File: config.mk
export PLATFORM = sky130hd
export DESIGN_NAME = qc_parity_enc
export DESIGN_NICKNAME = d
export VERILOG_FILES = /design/src/rtl/qc_parity_enc.sv
export SDC_FILE = /design/constraint.sdc
export NUM_CORES = 1
export LEC_CHECK = 0
export ABC_AREA = 1
export CORE_AREA = 2 2 59 83
export CTS_BUF_LIST = sky130_fd_sc_hd__clkbuf_8
export DETAILED_ROUTE_END_ITERATION = 16
export DIE_AREA = 0 0 61 85
export PLACE_DENSITY_LB_ADDON = 0.05
export RECOVER_POWER = 50
export SLEW_MARGIN = 20
export SYNTH_ARGS = -nofsm -noshare
export SYNTH_HDL_FRONTEND = slang
export SYNTH_SLANG_ARGS = --single-unit
File: constraint.sdc
create_clock -name clk -period 5.4 [get_ports clk]
set_clock_uncertainty 0.1 [all_clocks]
set_input_delay 0.81 -clock clk [delete_from_list [all_inputs] [get_ports clk]]
set_output_delay 0.81 -clock clk [all_outputs]
set_load 0.03 [all_outputs]
File: src/rtl/qc_parity_enc.sv
// Quasi-cyclic LDPC parity encoder with identity parity part: each info sub-block
// is rotated by S[r][c] and folded into acc[r]. Parity sub-blocks stream out once
// the last info sub-block has been absorbed.
//
// Handshake: a transfer happens on a rising edge where valid and ready are both high;
// valid never waits on ready, and a raised valid holds its payload until the transfer.
module qc_parity_enc #(
  parameter int D     = 5,
  parameter int mtx_w = 8,
  parameter int KB    = 4,
  parameter int MB    = 2
) (
  input  logic                   clk,
  input  logic                   rst,
  input  logic [MB*KB*mtx_w-1:0] shift_tbl,
  input  logic                   in_valid,
  output logic                   in_ready,
  input  logic [D-1:0]           in_data,
  output logic                   out_valid,
  input  logic                   out_ready,
  output logic [D-1:0]           out_data,
  output logic                   out_last,
  output logic                   tbl_err
);

  localparam int RW = (MB > 1) ? $clog2(MB) : 1;
  localparam int CW = (KB > 1) ? $clog2(KB) : 1;
  localparam logic [mtx_w-1:0] NULL_S = '1;
  localparam logic [mtx_w-1:0] D_S    = mtx_w'(D);
  localparam logic [RW-1:0]    ROW_LAST = RW'(MB - 1);
  localparam logic [CW-1:0]    COL_LAST = CW'(KB - 1);

  typedef enum logic [1:0] {S_IN, S_UPD, S_OUT} state_t;

  state_t           state_q, state_d;
  logic [RW-1:0]    row_q, row_d;
  logic [RW-1:0]    oidx_q, oidx_d;
  logic [CW-1:0]    col_q, col_d;
  logic [D-1:0]     u_q, u_d;
  logic [D-1:0]     acc_q [MB];
  logic [D-1:0]     acc_d [MB];
  logic             err_q, err_d;

  logic [mtx_w-1:0] s_cur;
  logic             null_s;
  logic             bad_s;
  logic [D-1:0]     term;

  // Rotation datapath: right-rotating the duplicated word gives rot(x,s)[i] = x[(i+s) mod D].
  always_comb begin
    s_cur  = shift_tbl[(int'(row_q) * KB + int'(col_q)) * mtx_w +: mtx_w];
    null_s = (s_cur == NULL_S);
    bad_s  = !null_s && (s_cur >= D_S);
    term   = (null_s || bad_s) ? '0 : D'({u_q, u_q} >> s_cur);
  end

  always_ff @(posedge clk) begin
    if (rst) begin
      state_q <= S_IN;
      row_q   <= '0;
      col_q   <= '0;
      oidx_q  <= '0;
      u_q     <= '0;
      err_q   <= 1'b0;
      for (int i = 0; i < MB; i++) acc_q[i] <= '0;
    end else begin
      state_q <= state_d;
      row_q   <= row_d;
      col_q   <= col_d;
      oidx_q  <= oidx_d;
      u_q     <= u_d;
      err_q   <= err_d;
      for (int i = 0; i < MB; i++) acc_q[i] <= acc_d[i];
    end
  end

  always_comb begin
    state_d = state_q;
    row_d   = row_q;
    col_d   = col_q;
    oidx_d  = oidx_q;
    u_d     = u_q;
    err_d   = err_q;
    for (int i = 0; i < MB; i++) acc_d[i] = acc_q[i];

    case (state_q)
      S_IN: begin
        if (in_valid) begin
          u_d     = in_data;
          row_d   = '0;
          state_d = S_UPD;
        end
      end
      S_UPD: begin
        // Column 0 overwrites, so accumulators never need clearing between frames.
        acc_d[row_q] = (col_q == '0) ? term : (acc_q[row_q] ^ term);
        if (bad_s) err_d = 1'b1;
        if (row_q == ROW_LAST) begin
          if (col_q == COL_LAST) begin
            col_d   = '0;
            state_d = S_OUT;
          end else begin
            col_d   = col_q + CW'(1);
            state_d = S_IN;
          end
        end else begin
          row_d = row_q + RW'(1);
        end
      end
      S_OUT: begin
        if (out_ready) begin
          if (oidx_q == ROW_LAST) begin
            oidx_d  = '0;
            state_d = S_IN;
          end else begin
            oidx_d = oidx_q + RW'(1);
          end
        end
      end
      default: state_d = S_IN;
    endcase
  end

  always_comb begin
    in_ready  = !rst && (state_q == S_IN);
    out_valid = !rst && (state_q == S_OUT);
    out_data  = out_valid ? acc_q[oidx_q] : '0;
    out_last  = out_valid && (oidx_q == ROW_LAST);
    tbl_err   = !rst && err_q;
  end

endmodule

# Yosys cells after proc, flatten, opt, wreduce, memory -nomap -nowiden

Memory sizes are Yosys's and may differ from the RTL's. A register that Yosys moved wholly into a read port is not among the register bits.
Cells that the tools add are included.

Memory bits (writable): 10
Input bits: 73
Memories: 1
Logic and storage cells: 73
Bits in registers: 12

Memory list:

| name  | depth | width | read ports | clocked after memory_dff | wr ports | line | source |
|---|---|---|---|---|---|---|---|
| acc_q | 2     | 5     | 4          | 2                        | 2        | 40   | `logic [D-1:0] acc_q [MB];` |

Shift-type cells: 2
Equality and inequality tests: 8
Mux-type cells: 27
$add $sub $neg: 4
Reductions and logical operators: 18
$lt $le $gt $ge: 3
Bitwise gates (word level): 4

Operators with widths:

| operator                                                              | count |
|---|---|
| 64-bit by 8-bit indexed part select with 8-bit output                 | 1 |
| 5-bit 2-to-1 mux                                                      | 6 |
| 2-bit 2-to-1 mux                                                      | 6 |
| 10-bit bitwise mux                                                    | 1 |
| 1-bit 2-to-1 mux                                                      | 10 |
| 10-bit 2-to-1 mux                                                     | 1 |
| 2-bit AND reduction                                                   | 5 |
| 10-bit by 8-bit right shift with 5-bit output                         | 1 |
| 8-bit == test, second input constant                                  | 1 |
| 8-bit by 3-bit >= comparator with 1-bit output, second input constant | 1 |
| 2-bit inequality test, second input constant                          | 4 |
| 1-bit logical AND                                                     | 6 |
| 2-bit case mux with 3 select lines                                    | 1 |
| 5-bit demux with 1-bit select                                         | 1 |
| 5-bit bitwise XOR                                                     | 1 |
| 3-bit by 2-bit adder with 4-bit output                                | 1 |
| 2-bit == test, second input constant                                  | 2 |
| 2-bit logical NOT                                                     | 2 |
| 4-bit AND reduction                                                   | 1 |
| 1-bit adder, second input constant                                    | 2 |
| 2-bit by 1-bit adder with 2-bit output, second input constant         | 1 |
| 2-bit by 1-bit == test with 1-bit output, second input constant       | 1 |
| 2-bit >= comparator, second input constant                            | 1 |
| 1-bit logical NOT                                                     | 2 |
| other kinds (6)                                                       | 7 |

# Logic depth before layout (Yosys ltp)

Gate-level depths: netlist of the first run.

Word-level depth: 12
Mapped depth: 19
Mapped depth without buffers: 17

# Worst setup path after synthesis of the first run

No wires, ideal clock.

Path kind: input to output
Start: input port rst
End: output port out_data[0]
Buffers on the path: 1
Data required time: 4.490 ns
Stages on the path: 4
Path slack: 2.819 ns
Arrival time: 1.671 ns
Cell sequence: inv_1 -> buf_2 -> nand2_1 -> a21oi_1

Longest elaborated chain between the ends: 3

RTL lines:

| element            | line | source |
|---|---|---|
| start: declaration | 14   | `input logic rst,` |
| 1-bit logical NOT  | 126  | `out_valid = !rst && (state_q == S_OUT);` |
| 1-bit logical AND  | 126  |  |
| 5-bit 2-to-1 mux   | 127  | `out_data = out_valid ? acc_q[oidx_q] : '0;` |
| end: declaration   | 21   | `output logic [D-1:0] out_data,` |

Every way passes these cells.

# Final worst setup path of the first run

Start: input port rst
End: output port out_data[3]

Same word-level chain as after synthesis.

==> qor.yml, run 1 <==
syn_avg_cell_area_um2: 5.67
cts_setup_buffers: 0
synthCells: 372
drtIter0Drc: 192
yosysUniqueCellTypes: 25
die_width_um: 61
row_count: 29
hold_buffers: 0
grt_pass1_vias: 2309
clock_latency_ns: 0.27
drc: 0
path_cells: "dlygate4sd3_1, inv_1, nand2_1, a21oi_1, clkdlybuf4s50_1"
start_util: 0.473
critical-path-max-stage-delay_ns: 0.69
wl_per_cell_um: 11.8
layout_worst_path_cycle_share: 0.727
cts_resized: 0
synth_commonest_cells: "80 x nand2_1, 60 x nor2_1, 51 x nand3_1"
cts_buffers: 3
crit_family: "buffers and inverters"
cp.required_ns: 4.49
cts_tree: "done"
ant_nets: 0
vias_per_cell: 5.02
synth-seq-area-share: 0.228
crit_path_start: "rst"
synth_area_leaders: "dfxtp_1 23%, nand2_1 14%, nand3_1 12%, nor2_1 11%, inv_1 8.2%"
ys.warnings.count: 0
nNetsFinal: 517
hpwl_um: 4550
vdd_drop_max_mv: 0.299
synth_ff_type: "dfxtp_1"
cp_slowest_cell: "clkdlybuf4s50_1"
yosysMostFrequentCell: "nand2_1"
die_h_um: 85
use_met3: 0.0412
tns_ns: 0
start_kind: "input pin"
cap_viol_max_count: 0
grt_util_met2: 0.421
path_class: "in -> out"
path_max_fanout: 20
root_buffer: "clkbuf_8"
grt_pass1_wl_um: 9570
hold_class: "reg -> reg"
num_vias: 2526
grt_use_total: 0.229
min_period_ns: 3.93
fmax_ghz: 0.255
cts_sinks: 24
grt_overflow: 0
p_per_area_nw_per_um2: 343
relSlewSlack: 0.442
met1_usage: 0.261
dieArea_um2: 5190
arrival_ns: 3.02
rsz0062_at_grt: "no"
setup_ws_ns: 1.47
synthArstFlopShare: 0
synth_top_area_share: 0.228
hold_path.startpoint: "err_q"
fill_cells: 464
status: "finished, final reports clean"
worstMarginPinSlew_ns: 0.828
post-place-ws_ns: 1.53
grt_max_degree: 35
finalWeightedCongestion: 0.888
clk_pin_slew_ns: 0.08
setup_viol: 0
r2r-start: "col_q[0]"
antenna_found_initial: 0
synth_area_leader_cell: "dfxtp_1"
io_pins: 82
synth_area_um2: 2110
synth_edf_count: 0
cts_buffer_depth: 2
synth_nets: 447
core-area_um2: 4460
io_buffer_count: 81
syn_to_final_growth_pct: 39.7
synth_seq_cells: 24
p_leak_uw: 0.00131
htreeDepth: 1
drt-total-wl_um: 5950
cp-end-kind: "primary output"
first_pass_iters: 4
drv_slew: 0
crit_buf_inv: 3
grt_most_used_layer: "met2"
drive_above_1_share: 0.0317
final_hold_viol_count: 0
diodes: 0
-- sequential cells by signal, indices dropped and copies added (netlist names), named ones only --
| register | flops |
|---|---|
| col_q | 2 |
| err_q | 1 |
| u_q | 5 |
| oidx_q | 1 |
| acc_q | 10 |
| row_q | 1 |
| state_q | 2 |
-- path summary, 6_finish.rpt --
kind / to / slack, ns / cells after the start
hold reg to reg: err_q / 0.37 / 2
hold / removal: err_q / 0.37 / 2
setup reg to reg: acc_q[1][0] / 1.73 / 16
setup / recovery: out_data[3] / 1.47 / 5
-- final cells by class --
type                            count  area [um^2]  share of cell area
Sequential cell                    24          480               0.163
Clock inverter                      1         30.0              0.0102
Inverter                           50          190              0.0645
Multi-Input combinational cell    281         1310               0.446
Clock buffer                        3         41.3              0.0140
Tap cell                           62         77.6              0.0263
Timing Repair Buffer               82          815               0.276
-- cell usage in the layout, fill, tap and decap left out, drive strengths merged --
master         instances
ha                     2
nand4                  2
a211oi                 1
nor2                  61
dfxtp                 24
o21ai                 42
nand2                 82
clkbuf                 4
inv                   50
bufinv                 1
o21a                  11
dlygate4sd3            2
a21oi                 14
nor4                   1
nor3                   5
o22ai                  7
nand3                 51
nand3b                 2
clkdlybuf4s50         79
-- logic make-up after synthesis --
logic type | share of synthesized area
AO/OA/AOI/OAI | 0.203
AND/OR/NAND/NOR | 0.409
buffers and inverters | 0.148
flip-flops | 0.228
adder cells (fa/ha/maj) | 0.0119
-- metal layers --
metal / share of wire / vias up
met5: 0 / -
met4: 0.0087 / 0
met3: 0.079 / 5
met2: 0.50 / 78
met1: 0.42 / 1101
li1: - / 1342
-- report_power, final --
group | leakage (uW) | internal [uW] | switching (uW)
Combinational | 0.00108 | 212 | 347
Sequential | 0.000196 | 236 | 58.7
Clock | 0.0000357 | 99.2 | 59.3
-- worst register-to-register path: cells and delay by family, from the launching register on --
| family | cells | cell delay [ns] |
|---|---|---|
| buffers and inverters | 4 | 1.05 |
| and+or+nand+nor | 9 | 0.91 |
| AOI/OAI and AO/OA | 3 | 0.81 |
| DFF | 1 | 0.69 |
-- per-stage QoR --
step / std cells / util / hold slack [ns] / total power [uW] / cell area, um^2
CTS: 503 / 0.662 / 0.368 / 1020 / 2960
floorplan: 372 / - / 0.330 / 706 / 2110
global route: 503 / 0.660 / 0.414 / 1110 / 2950
global placement: 499 / 0.646 / 0.350 / 851 / 2880
finish: 503 / 0.660 / 0.365 / 1010 / 2950
detailed placement: 499 / 0.646 / 0.353 / 859 / 2880
No activity file was read; power rests on OpenSTA's default activity.
==> run 2: changes to the inputs <==
--- a/config.mk
+++ b/config.mk
@@ -6,10 +6,10 @@
 export NUM_CORES = 1
 export LEC_CHECK = 0
 export ABC_AREA = 1
-export CORE_AREA = 2 2 59 83
+export CORE_AREA = 2 2 61 86
 export CTS_BUF_LIST = sky130_fd_sc_hd__clkbuf_8
 export DETAILED_ROUTE_END_ITERATION = 16
-export DIE_AREA = 0 0 61 85
+export DIE_AREA = 0 0 63 88
 export PLACE_DENSITY_LB_ADDON = 0.05
 export RECOVER_POWER = 50
 export SLEW_MARGIN = 20
==> constraint.sdc (replaced) <==
create_clock -name clk -period 3.93 [get_ports clk]
set_clock_uncertainty 0.1 [all_clocks]
set_input_delay 0.5895 -clock clk [delete_from_list [all_inputs] [get_ports clk]]
set_output_delay 0.5895 -clock clk [all_outputs]
set_load 0.03 [all_outputs]
==> run 2 against run 1 <==
Compared with the run above:
- critical endpoint unchanged
- count of clock-buffer cells in the layout stayed put
- sequential cell count stayed put
- sequential power is 36% higher
- die area is 6.9% higher
- global-route usage is 0.69 points lower
- utilization is 3.8 points lower
- highest routed layer unchanged
- total power is 38% higher
- critical path type unchanged
- design area is 0.72% higher
- final cell count is 0.80% higher
==> qor.yml, run 2 (synthesized netlist as in run 1, its figures left out) <==
fmax_ghz: 0.329
p_leak_uw: 0.00133
final_hold_viol_count: 0
p_sw_frac: 0.458
start_util: 0.443
ant_nets: 0
hpwl_um: 4720
grt_max_degree: 35
intPower_uw: 754
top_regs: "acc_q: 10 flops, u_q: 5 flops"
io_pins: 82
cts_buffer_depth: 2
drtIter0Drc: 200
row_count: 30
root_buffer: "clkbuf_8"
cts_resized: 0
relSlewSlack: 0.471
grt_util_met2: 0.413
diodes: 0
cts_setup_buffers: 0
use_met3: 0.0296
cts_tree: "done"
grt_overflow: 0
first_pass_iters: 4
setup_viol: 0
layout_common_cells: "80 x nand2_1, 78 x clkdlybuf4s50_1, 60 x nor2_1"
io_buffer_count: 81
finish.utilization: 0.623
worstMarginPinSlew_ns: 0.791
critical-path-max-stage-delay_ns: 0.69
path_cells: "dlygate4sd3_1, inv_1, nand2_1, a21oi_1, clkdlybuf4s50_1"
die_h_um: 88
wl_per_cell_um: 11.9
grt_use_total: 0.222
num_vias: 2503
largest_register_ffs: 10
path_max_fanout: 7
vdd_drop_max_mv: 0.344
final_area_um2: 2970
hold_class: "reg -> reg"
regToRegSetupSlack_ns: 1.29
antenna_found_initial: 0
drive_above_1_share: 0.0384
core-area_um2: 4770
min_period_ns: 3.04
top_register: "acc_q"
vias_per_cell: 4.94
clock_latency_ns: 0.27
power_frac_comb: 0.557
setup_ws_ns: 0.887
htreeDepth: 1
cp-end-kind: "primary output"
layout_worst_path_cycle_share: 0.774
pwr-share-clk: 0.155
grt_pass1_vias: 2241
cp_slowest_cell: "clkdlybuf4s50_1"
grt_most_used_layer: "met2"
die_width_um: 63
power_frac_seq: 0.288
p_sw_uw: 638
grt_pass1_wl_um: 10100
final_common_cell: "nand2_1"
finalWeightedCongestion: 0.876
tns_ns: 0
status: "finished, final reports clean"
cap_viol_max_count: 0
start_kind: "input pin"
path_class: "in -> out"
nNetsFinal: 519
p_per_area_nw_per_um2: 469
rsz0062_at_grt: "no"
syn_to_final_growth_pct: 40.7
drt-total-wl_um: 6040
met1_usage: 0.269
cp.required_ns: 3.24
hold_buffers: 0
dieArea_um2: 5540
cts_sinks: 24
dpl_cell_area_um2: 2900
drc: 0
cts_buffers: 3
arrival_ns: 2.35
drv_slew: 0
clk_pin_slew_ns: 0.09
post-place-ws_ns: 0.957
==> run 2: cell count changes in the layout (fill, tap and decap cells not counted) <==
cell and change:
buf_4 +2, o21ai_0 -2, clkdlybuf4s50_1 -1, dlygate4sd3_1 +1, o21ai_1 +1, o21ai_2 +1
==> run 2: metal layers <==
metal	vias up	routed length [um]	share of wire
met4	0	58	0.0096
met2	61	2910	0.48
met1	1088	2700	0.45
li1	1349	-	-
met3	5	378	0.063
met5	-	0	0
==> run 2: final cells by class <==
class | instances | area [um^2]
fill | 496 | 1800
multi-input combinational | 281 | 1320
timing repair buffer | 84 | 830
sequential | 24 | 480
inverter | 50 | 190
tap | 64 | 80.1
clock buffer | 3 | 41.3
clock inverter | 1 | 30.0
==> run 2: path summary, 6_finish.rpt <==
kind	startpoint	end	cells past startpoint
setup / recovery	rst	out_data[3]	5
hold / removal	err_q	err_q	2
setup reg to reg	col_q[0]	acc_q[1][3]	14
hold reg to reg	err_q	err_q	2
==> run 2: stage by stage <==
| stage | hold WS, ns | total power [uW] | cells |
|---|---|---|---|
| 2_1_floorplan | 0.330 | 970 | 372 |
| 3_3_place_gp | 0.351 | 1180 | 503 |
| 3_5_place_dp | 0.357 | 1190 | 503 |
| 4_1_cts | 0.371 | 1400 | 507 |
| 5_1_grt | 0.403 | 1520 | 507 |
| 6_report | 0.367 | 1390 | 507 |
==> run 2: power by group through the flow <==
| stage | Clock [uW] | Combinational [uW] | Sequential (uW) |
|---|---|---|---|
| 2_1_floorplan | 0 | 599 | 371 |
| 3_3_place_gp | 0 | 774 | 402 |
| 3_5_place_dp | 0 | 783 | 404 |
| 4_1_cts | 220 | 785 | 399 |
| 5_1_grt | 227 | 887 | 410 |
| 6_report | 216 | 776 | 401 |
==> run 2: critical path, delay by kind of cell <==
kind / cells / cell delay (ns)
AOI/OAI and AO/OA: 1 / 0.18
buffers and inverters: 3 / 1.41
and+or+nand+nor: 1 / 0.17
==> run 3: changes to the inputs <==
--- a/config.mk
+++ b/config.mk
@@ -6,10 +6,10 @@
 export NUM_CORES = 1
 export LEC_CHECK = 0
 export ABC_AREA = 1
-export CORE_AREA = 2 2 61 86
+export CORE_AREA = 2 2 64 90
 export CTS_BUF_LIST = sky130_fd_sc_hd__clkbuf_8
 export DETAILED_ROUTE_END_ITERATION = 16
-export DIE_AREA = 0 0 63 88
+export DIE_AREA = 0 0 66 92
 export PLACE_DENSITY_LB_ADDON = 0.05
 export RECOVER_POWER = 50
 export SLEW_MARGIN = 20
==> constraint.sdc (replaced) <==
create_clock -name clk -period 2.65 [get_ports clk]
set_clock_uncertainty 0.1 [all_clocks]
set_input_delay 0.3975 -clock clk [delete_from_list [all_inputs] [get_ports clk]]
set_output_delay 0.3975 -clock clk [all_outputs]
set_load 0.03 [all_outputs]
==> run 3 against run 2 <==
Compared with the run above:
- largest power group unchanged
- clock power rose by 49%
- critical endpoint is now acc_q[0][1]
- die area up 9.5%
- sequential share of layout area fell by 0.35 points
- highest routed layer unchanged
- critical path depth up 11
- worst hold slack got worse by 0.0041 ns
- utilization down 5.7 points
- via count grew 2.0%
- final cell count up 2.4%
- setup slack got worse by 0.57 ns
- design area rose by 2.2%
- first-iteration DRC count is 58% lower
- routed wire length grew 4.6%
==> qor.yml, run 3 (synthesized netlist as in run 1, its figures left out) <==
cp.required_ns: 2.72
fmax_ghz: 0.428
clk_pin_slew_ns: 0.09
cts_resized: 0
drc: 0
hold_buffers: 0
grt_use_total: 0.206
wl_per_cell_um: 12.2
fill_cells: 594
grt_pass1_wl_um: 10100
die_h_um: 92
drive_above_1_share: 0.0599
regToRegSetupSlack_ns: 0.31
pwr-share-clk: 0.150
drtIter0Drc: 84
p_leak_uw: 0.00136
drv_slew: 0
r2r_cells: 16
r2r_end: "acc_q[0][1]"
cp-end-kind: "flop"
io_pins: 82
vdd_drop_max_mv: 0.498
setup_viol: 0
core-area_um2: 5370
cts_buffer_depth: 2
dpl_cell_area_um2: 2990
htreeDepth: 1
min_to: "err_q"
top_register: "acc_q"
layout_worst_path_cycle_share: 0.882
worstMarginPinSlew_ns: 0.810
root_buffer: "clkbuf_8"
tns_ns: 0
power_frac_comb: 0.579
r2r-start: "col_q[0]"
finalWeightedCongestion: 0.891
cts_buffers: 3
grt_overflow: 0
hold_path.startpoint: "err_q"
ant_nets: 0
diodes: 0
power_uw: 2140
final_area_um2: 3040
drt-total-wl_um: 6320
row_count: 32
hpwl_um: 4970
syn_to_final_growth_pct: 43.9
cts_sinks: 24
num_vias: 2552
rsz0062_at_grt: "no"
relSlewSlack: 0.460
p_sw_uw: 975
power_frac_seq: 0.271
final_common_cell: "nand2_1"
io_buffer_count: 81
path_max_fanout: 34
hold_class: "reg -> reg"
nNetsFinal: 527
top_regs: "acc_q: 10 flops, u_q: 5 flops"
finish.utilization: 0.566
p_per_area_nw_per_um2: 705
p_sw_frac: 0.455
start_kind: "flop"
clock_latency_ns: 0.27
arrival_ns: 2.41
path_class: "reg -> reg"
whs_path_depth: 2
critPathMostFrequentCell: "nand3_1"
critical-path-max-stage-delay_ns: 0.38
path_cells: "inv_4, nand2_1, nand3_1, nand3_1, nand2_1, nand2_2, nor2_4, nand3_1, nand3_1, nand3_1, nand3_1, nand2_1, nand2_1, nand3_1, nand2_1, inv_1"
cap_viol_max_count: 0
cts_tree: "done"
start_util: 0.393
cp_slowest_cell: "dfxtp_1"
min_period_ns: 2.34
largest_register_ffs: 10
status: "finished, final reports clean"
grt_max_degree: 35
first_pass_iters: 4
cts_setup_buffers: 0
dieArea_um2: 6070
layout_common_cells: "80 x nand2_1, 73 x clkdlybuf4s50_1, 60 x nor2_1"
final_hold_viol_count: 0
intPower_uw: 1170
antenna_found_initial: 0
die_width_um: 66
grt_pass1_vias: 2378
vias_per_cell: 4.92
-- run 3: cell types whose count changed in the layout (fill, tap and decap cells not counted), sizes merged --
| cell | before | now |
|---|---|---|
| buf | 2 | 12 |
| clkbuf | 4 | 9 |
| clkdlybuf4s50 | 78 | 73 |
| dlygate4sd3 | 3 | 1 |
-- run 3: worst max-delay path: cells and delay by family, from the launching register on --
family,cells,cell delay (ns)
buffers and inverters,2,0.30
AND/OR/NAND/NOR,14,1.46
flip-flops,1,0.38
-- run 3: per-stage QoR --
step	instances	worst slack, ns	hold WS (ns)
3_5_place_dp	515	0.203	0.352
3_3_place_gp	515	0.202	0.348
6_report	519	0.313	0.363
5_1_grt	519	0.0495	0.402
4_1_cts	519	0.320	0.366
2_1_floorplan	372	0.670	0.330
-- run 3: layer usage --
layer / up-vias / global-route usage / wire, um
li1: 1361 / - / -
met1: 1111 / 0.237 / 2760
met5: - / 0 / 0
met3: 13 / 0.0294 / 392
met2: 67 / 0.370 / 2990
met4: 0 / 0.0833 / 176
-- run 3: worst max path at each step --
stage | from | to | slack (ns)
finish | col_q[0] | acc_q[0][1] | 0.31
CTS | col_q[1] | acc_q[1][1] | 0.32
detailed placement | shift_tbl[23] | acc_q[1][1] | 0.20
floorplan | col_q[0] | acc_q[1][3] | 0.67
global route | col_q[1] | acc_q[0][1] | 0.05
global placement | shift_tbl[48] | acc_q[1][4] | 0.20
-- run 3: area by class of cell --
type / count / area, um^2 / area share
clock inverters: 1 / 30.0 / 0.00989
well taps: 68 / 85.1 / 0.0280
multi-input cells: 281 / 1320 / 0.434
flip-flops and latches: 24 / 480 / 0.158
inverters: 50 / 190 / 0.0627
repair buffers: 92 / 891 / 0.293
clock buffers: 3 / 41.3 / 0.0136
-- run 3: power groups by stage --
| stage | sequential [uW] | combinational [uW] | clock, uW |
|---|---|---|---|
| after floorplan | 550 | 889 | 0 |
| after global placement | 585 | 1260 | 0 |
| after detailed placement | 586 | 1270 | 0 |
| after CTS | 579 | 1270 | 329 |
| after global routing | 596 | 1410 | 341 |
| final | 580 | 1240 | 321 |
